`config.mk`:
```
export PLATFORM = sky130hd
export DESIGN_NAME = fetch_unit
export DESIGN_NICKNAME = d
export VERILOG_FILES = /design/src/rtl/fetch_unit.sv
export SDC_FILE = /design/constraint.sdc
export NUM_CORES = 1
export LEC_CHECK = 0
export ABC_AREA = 1
export CAP_MARGIN = 30
export CORE_ASPECT_RATIO = 1.75
export CORE_MARGIN = 3
export CORE_UTILIZATION = 43
export DETAILED_ROUTE_END_ITERATION = 8
export HOLD_SLACK_MARGIN = 0.08
export PLACE_DENSITY = 0.86
export SLEW_MARGIN = 25
export SYNTH_ARGS = -nofsm -noshare
export SYNTH_HDL_FRONTEND = slang
export SYNTH_SLANG_ARGS = --single-unit
export TNS_END_PERCENT = 100
```
`constraint.sdc`:
```
create_clock -name clk -period 2.7 [get_ports clk]
set_input_delay 0.54 -clock clk [delete_from_list [all_inputs] [get_ports clk]]
set_output_delay 0.54 -clock clk [all_outputs]
set_load 0.01 [all_outputs]
```
`src/rtl/fetch_unit.sv`:
```
// Instruction fetch: owns the PC, fetches one word per retire over a req/ack port, holds it for the decoder.
// Latency: one REQ cycle per fetch plus memory wait states; stalls in REQ until ack and in HOLD until retire.
module fetch_unit #(
  parameter logic [31:0] RESET_PC = 32'h0000_0000
) (
  input  logic        clk,
  input  logic        rst,
  output logic        imemReq,
  output logic [31:0] imemAddr,
  input  logic        imemAck,
  input  logic [31:0] imemRData,
  output logic [31:0] instr,
  output logic        instrValid,
  output logic [31:0] pc,
  output logic [31:0] pcPlus4,
  input  logic [1:0]  pcSrcCtrl,
  input  logic [25:0] jAddr,
  input  logic [31:0] imm,
  input  logic        bneCtrl,
  input  logic        aluZero,
  input  logic [31:0] jrTarget,
  input  logic        retire,
  output logic        fetchFault,
  output logic [31:0] instret
);

  typedef enum logic [1:0] {
    S_IDLE  = 2'd0,
    S_REQ   = 2'd1,
    S_HOLD  = 2'd2,
    S_FAULT = 2'd3
  } state_t;

  localparam logic [1:0] SRC_INC4   = 2'd0;
  localparam logic [1:0] SRC_JUMP   = 2'd1;
  localparam logic [1:0] SRC_JR     = 2'd2;

  state_t      state_q, state_d;
  logic [31:0] pc_q, pc_d;
  logic [31:0] instr_q, instr_d;
  logic [31:0] instret_q, instret_d;
  logic        fault_q, fault_d;

  logic [31:0] pc_plus4;
  logic        branch_taken;
  logic [31:0] next_pc;

  assign pc_plus4     = pc_q + 32'd4;
  assign branch_taken = aluZero ^ bneCtrl;

  always_comb begin
    next_pc = pc_plus4;
    case (pcSrcCtrl)
      SRC_INC4: next_pc = pc_plus4;
      SRC_JUMP: next_pc = {pc_plus4[31:28], jAddr, 2'b00};
      SRC_JR:   next_pc = jrTarget;
      default:  next_pc = branch_taken ? (pc_plus4 + (imm << 2)) : pc_plus4;
    endcase
  end

  always_comb begin
    state_d   = state_q;
    pc_d      = pc_q;
    instr_d   = instr_q;
    instret_d = instret_q;
    fault_d   = fault_q;
    case (state_q)
      S_IDLE: state_d = S_REQ;
      S_REQ: begin
        if (imemAck) begin
          instr_d = imemRData;
          state_d = S_HOLD;
        end
      end
      S_HOLD: begin
        if (retire) begin
          instret_d = instret_q + 32'd1;
          // A misaligned target is never fetched; the PC stays on the offending instruction.
          if (next_pc[1:0] == 2'b00) begin
            pc_d    = next_pc;
            state_d = S_REQ;
          end else begin
            fault_d = 1'b1;
            state_d = S_FAULT;
          end
        end
      end
      default: state_d = state_q;
    endcase
  end

  always_ff @(posedge clk) begin
    if (rst) begin
      state_q   <= S_IDLE;
      pc_q      <= RESET_PC;
      instr_q   <= 32'd0;
      instret_q <= 32'd0;
      fault_q   <= 1'b0;
    end else begin
      state_q   <= state_d;
      pc_q      <= pc_d;
      instr_q   <= instr_d;
      instret_q <= instret_d;
      fault_q   <= fault_d;
    end
  end

  assign imemReq    = (state_q == S_REQ);
  assign imemAddr   = pc_q;
  assign instrValid = (state_q == S_HOLD);
  assign instr      = instr_q;
  assign pc         = pc_q;
  assign pcPlus4    = pc_plus4;
  assign fetchFault = fault_q;
  assign instret    = instret_q;

endmodule

```
======== After elaboration in Yosys (flattened, before gate mapping) ========
Index checks and enable logic that the tools add are counted.
storage, ports and cells
  register bits after elaboration ......... 99
  input bits .............................. 130
  output and inout bits ................... 163
  logic and storage cells ................. 31
cells by class
  add/subtract/negate cells ............... 3
  equality and inequality tests ........... 6
  mux-type cells .......................... 6
  bitwise gates (word level) .............. 2
  reductions and logical operators ........ 9
operators by type and width
  kind                   count
  $pmux 32 s3            1
  $add 32x1->32 const B  1
  $add 32x3->32 const B  1
  $add 32x32->32         1
  $mux 32                1
  $reduce_and 3->1       3
  $logic_not 2->1        3
  $mux 2                 3
  $pmux 2 s3             1
  $eq 2x1->1 const B     2
  $eq 2x2->1 const B     2
  $ne 2x1->1 const B     2
  $reduce_and 2->1       2
  $reduce_bool 3->1      1
  $not 1->1              1
  $xor 1x1->1            1

======== Logic depth before layout (Yosys ltp) ========
  word-level depth ........................ 8
  gate-level depth with buffers ........... 24
  depth with buffers taken out ............ 24

======== Worst setup path after synthesis ========
No wires, ideal clock.
  kind .................................... register -> register
  start point ............................. reg pc_q[2], in the netlist imemAddr[2]
  end point ............................... reg pc_q[20], in the netlist imemAddr[20]
  setup time .............................. 132 ps
  arrival ................................. 2,780 ps
  required time ........................... 2,568 ps
  setup slack ............................. -212 ps
  cell stages (with the launch flop) ...... 20
  buffers on the path ..................... 0
  period minus slack after synthesis ...... 2,912 ps
  path through ............................ dfxtp_1 > ha_1 > nand2_1 > nor2_2 > nand2_2 > nor2_2 > xor2_1 > inv_1 > ha_1 > nand2_1 > nor2_1 > inv_1 > nor3_1 > nand2_1 > nand2_1 > nand2_1 > nand3_1 > nand3_1 > nand2_1 > a21oi_1
on the way
  cells in the longest elaborated chain, start to end .. 4
RTL lines
  element                   RTL line  text
  start: declaration        39        logic [31:0] pc_q, pc_d;
  start signal: assignment  101       pc_q <= pc_d;
  $add 32x3->32             48        assign pc_plus4 = pc_q + 32'd4;
  via pcPlus4[18]           15        output logic [31:0] pcPlus4,
  $add 32x32->32            57        default: next_pc = branch_taken ? (pc_plus4 + (imm << 2)) : pc_plus4;
  $mux 32                   57
  $pmux 32 s3               53        case (pcSrcCtrl)
The timed path passes the listed nets, and every way through them passes these cells.
A chain may end at the register's enable or synchronous reset.

======== Worst setup path after layout ========
  start point ............................. reg pc_q[14], in the netlist imemAddr[14]
  end point ............................... reg pc_q[24], in the netlist imemAddr[24]
on the way
  cells in the longest elaborated chain, start to end .. 4
RTL lines
  element          RTL line
  $add 32x3->32 *  48
  $add 32x32->32   57
  $mux 32          57
  $pmux 32 s3 *    53
Mark *: on every way between the ends. The rest lies on a longest branch, timed or not.

==> impl_metrics.ini <==
[run_status]
status = finished, violations left
violations = setup timing

[pwr]
powerDensity_nw_per_um2 = 423
p_total_uw = 6590
vdd_drop_max_uv = 571
leakage_uw = 0.00717

[sta]
hold_slack_ns = 0.466
fmax_mhz = 342
setup_slack_ns = -0.227
setup_viol = 20
tightest_slew_ns = 0.566
min_period_ns = 2.93
grt_setup_unrepaired = yes
finalClockSkew_ns = 0.0123
maxSlewHeadroom = 0.619
min_period_over_period = 1.08
hold_viol = 0
drv_slew = 0

[synth]
syn_area_per_cell_um2 = 5.92
ys_types = 50
ys.flop_type = dfxtp_1
synth_area_leader_cell = dfxtp_1
synth_area_um2 = 8610
ys_seq_area_frac = 0.230
syn_inst = 1455
synth_top_cells_by_area = dfxtp_1 (23%), nand2_1 (17%), inv_1 (9.1%), nor2_1 (8.0%), ha_1 (6.1%)
synth_top_area_frac = 0.230
synth_warnings = 0
syn_nets = 1628
async_flop_share = 0
ys_ff_latch = 99
synth_edf_count = 0

[layout]
layout-area-overhead-vs-synth_pct = 80.9
layout_commonest_cell = nand2_1
fillers = 1300
layout-drive-gt1-share = 0.330
final_cell_mix = nand2_1 (299), clkdlybuf4s50_1 (267), buf_4 (265)
nets = 2149
diodes = 0
fin_cells = 2222

[clocking]
numCtsBuffers = 9
clockBufferDepth = 2
path_clk_slew_ns = 0.07
clk-insertion-delay-late_ns = 0.36
cts-root-buf = clkbuf_16
htreeDepth = 3
cts_tree = yes
clock_sinks = 99

[global_routing]
overflow = 0
grt_max_degree = 50
grt_pass1_wl_um = 60500
grt_use_total = 0.344
antenna_found_initial = 0
grt_pass1_vias = 12100

[worst_setup_path]
rr_worst_depth = 20
required_ns = 2.93
path_cells = buf_6 > inv_4 > nor3_4 > nand2_2 > nor2_4 > xor2_2 > inv_2 > ha_4 > buf_6 > nand2_8 > nor2_4 > nand2_1 > nor2_1 > nand2_1 > nand3_1 > nand2_1 > nand3_1 > nand2_1 > nand2_1 > a21oi_1
setup.worst_path.start = imemAddr[14]
crit_top_cell = nand2_1
worstPathBufferInverterCount = 4
worstSetupPathType = flip-flop to flip-flop
r2r_start = imemAddr[14]
endpoint = imemAddr[24]
crit_fanout = 4
r2r_end = imemAddr[24]
crit_cells = 20
cp_slowest_cell = dfxtp_2
cp-start-kind = flip-flop
critPathCaptureType = flip-flop
regToRegSetupSlack_ns = -0.23
arrival_ns = 3.16
crit_family = simple AND/OR/NAND/NOR gates
slowest_delay_ns = 0.36

[routing]
dr.first_iter.drc_count = 876
drcViolationCount = 0
vias = 12100
routedWlPerCell_um = 18.8
drt_wl_total_um = 41700
ant_nets = 0
dr.pass1.iters = 6
vias_per_cell = 5.47

[floorplan]
ios = 293
die_y_um = 193
initial_core_util = 0.443
dieArea_um2 = 21800
fp.coreArea_um2 = 19400
num_rows = 67
die_x_um = 113

[hold_path]
hp-class = flip-flop to flip-flop

[placed_design]
portBuffers = 290
place.gp.congestion = 0.958
dp_hpwl_um = 29000
place_inst = 2126

[run]
cap_violations = 0
-- registers in the layout, indices dropped and copies added (netlist names) --
register / flops
state_q: 2
instr: 32
fetchFault: 1
instret: 32
imemAddr: 32
-- per-stage QoR --
step	TNS [ns]	util	instance area [µm²]	setup WS (ns)
floorplan	0	-	8650	0.0262
global placement	-4.78	0.672	13100	-0.374
detailed placement	-6.28	0.672	13100	-0.477
CTS	-0.259	0.762	14800	-0.0524
global route	-5.51	0.801	15600	-0.358
finish	-2.32	0.801	15600	-0.227
-- area by class of cell --
cell class	count	area, µm²	area share
Clock buffer	12	258	0.0165
Clock inverter	4	31.3	0.00201
Inverter	213	815	0.0523
Multi-Input combinational cell	1071	6940	0.445
Sequential cell	99	2030	0.130
Tap cell	241	302	0.0194
Timing Repair Buffer	582	5210	0.334
-- power by group --
part | internal, µW | switching (µW) | total [µW]
logic | 1710 | 1800 | 3510
registers | 1650 | 151 | 1800
clock network | 688 | 590 | 1280
total | 4050 | 2540 | 6590
-- timing repair --
| item | in CTS | in global routing |
|---|---|---|
| setup buffers | 64 | 18 |
| pin swaps | 95 | 93 |
| hold buffers | 0 | 0 |
| resized for setup | 277 | 185 |
| setup endpoints to repair | 46 | 36 |
-- logic make-up after synthesis --
kind of cell    after synthesis  synth area share
simple gates                781             0.393
buf+inv                     285             0.142
compound gates              215             0.138
flops                        99             0.230
fa+ha+maj                    43            0.0634
xor+xnor                     32            0.0334
-- synthesized netlist by cell type, types with 2 or more instances --
cell type / count
nor4_2: 2
o21bai_1: 4
o2111ai_1: 2
buf_4: 37
o21ai_0: 77
a211oi_1: 6
nand3_2: 4
and2_1: 5
inv_1: 208
a31oi_1: 2
or2_2: 5
xnor2_1: 7
nand2_2: 12
nand3_1: 103
nor3_2: 3
o21ai_1: 6
buf_2: 11
nor4_1: 3
nor2_1: 183
inv_2: 4
nor2_4: 7
ha_1: 42
nor3_1: 25
xor2_1: 24
dfxtp_1: 99
a21oi_1: 92
nor2_2: 10
nand4_1: 20
o211ai_1: 8
nand2_1: 391
a22o_1: 8
nand3b_1: 4
o21a_1: 2
clkbuf_1: 23
-- worst min path at each step --
stage,to,depth (start not counted),from,slack (ns)
global route,fetchFault,2,fetchFault,0.50
floorplan,instret[31],2,instret[31],0.48
CTS,instret[31],2,instret[31],0.47
finish,instret[31],2,instret[31],0.47
global placement,fetchFault,2,fetchFault,0.45
detailed placement,instret[31],2,instret[31],0.46
-- layer usage --
| metal | global-route usage | share of wire |
|---|---|---|
| met1 | 0.348 | 0.34 |
| met2 | 0.633 | 0.51 |
| met3 | 0.0503 | 0.067 |
| met4 | 0.238 | 0.083 |
| met5 | 0 | 0 |
-- tightest hold or removal path, stage by stage, from the launching register on --
cell	delay, ns
dfxtp_1	0.31
inv_1	0.06
a21oi_1	0.05
No activity file was read; power rests on OpenSTA's default activity.
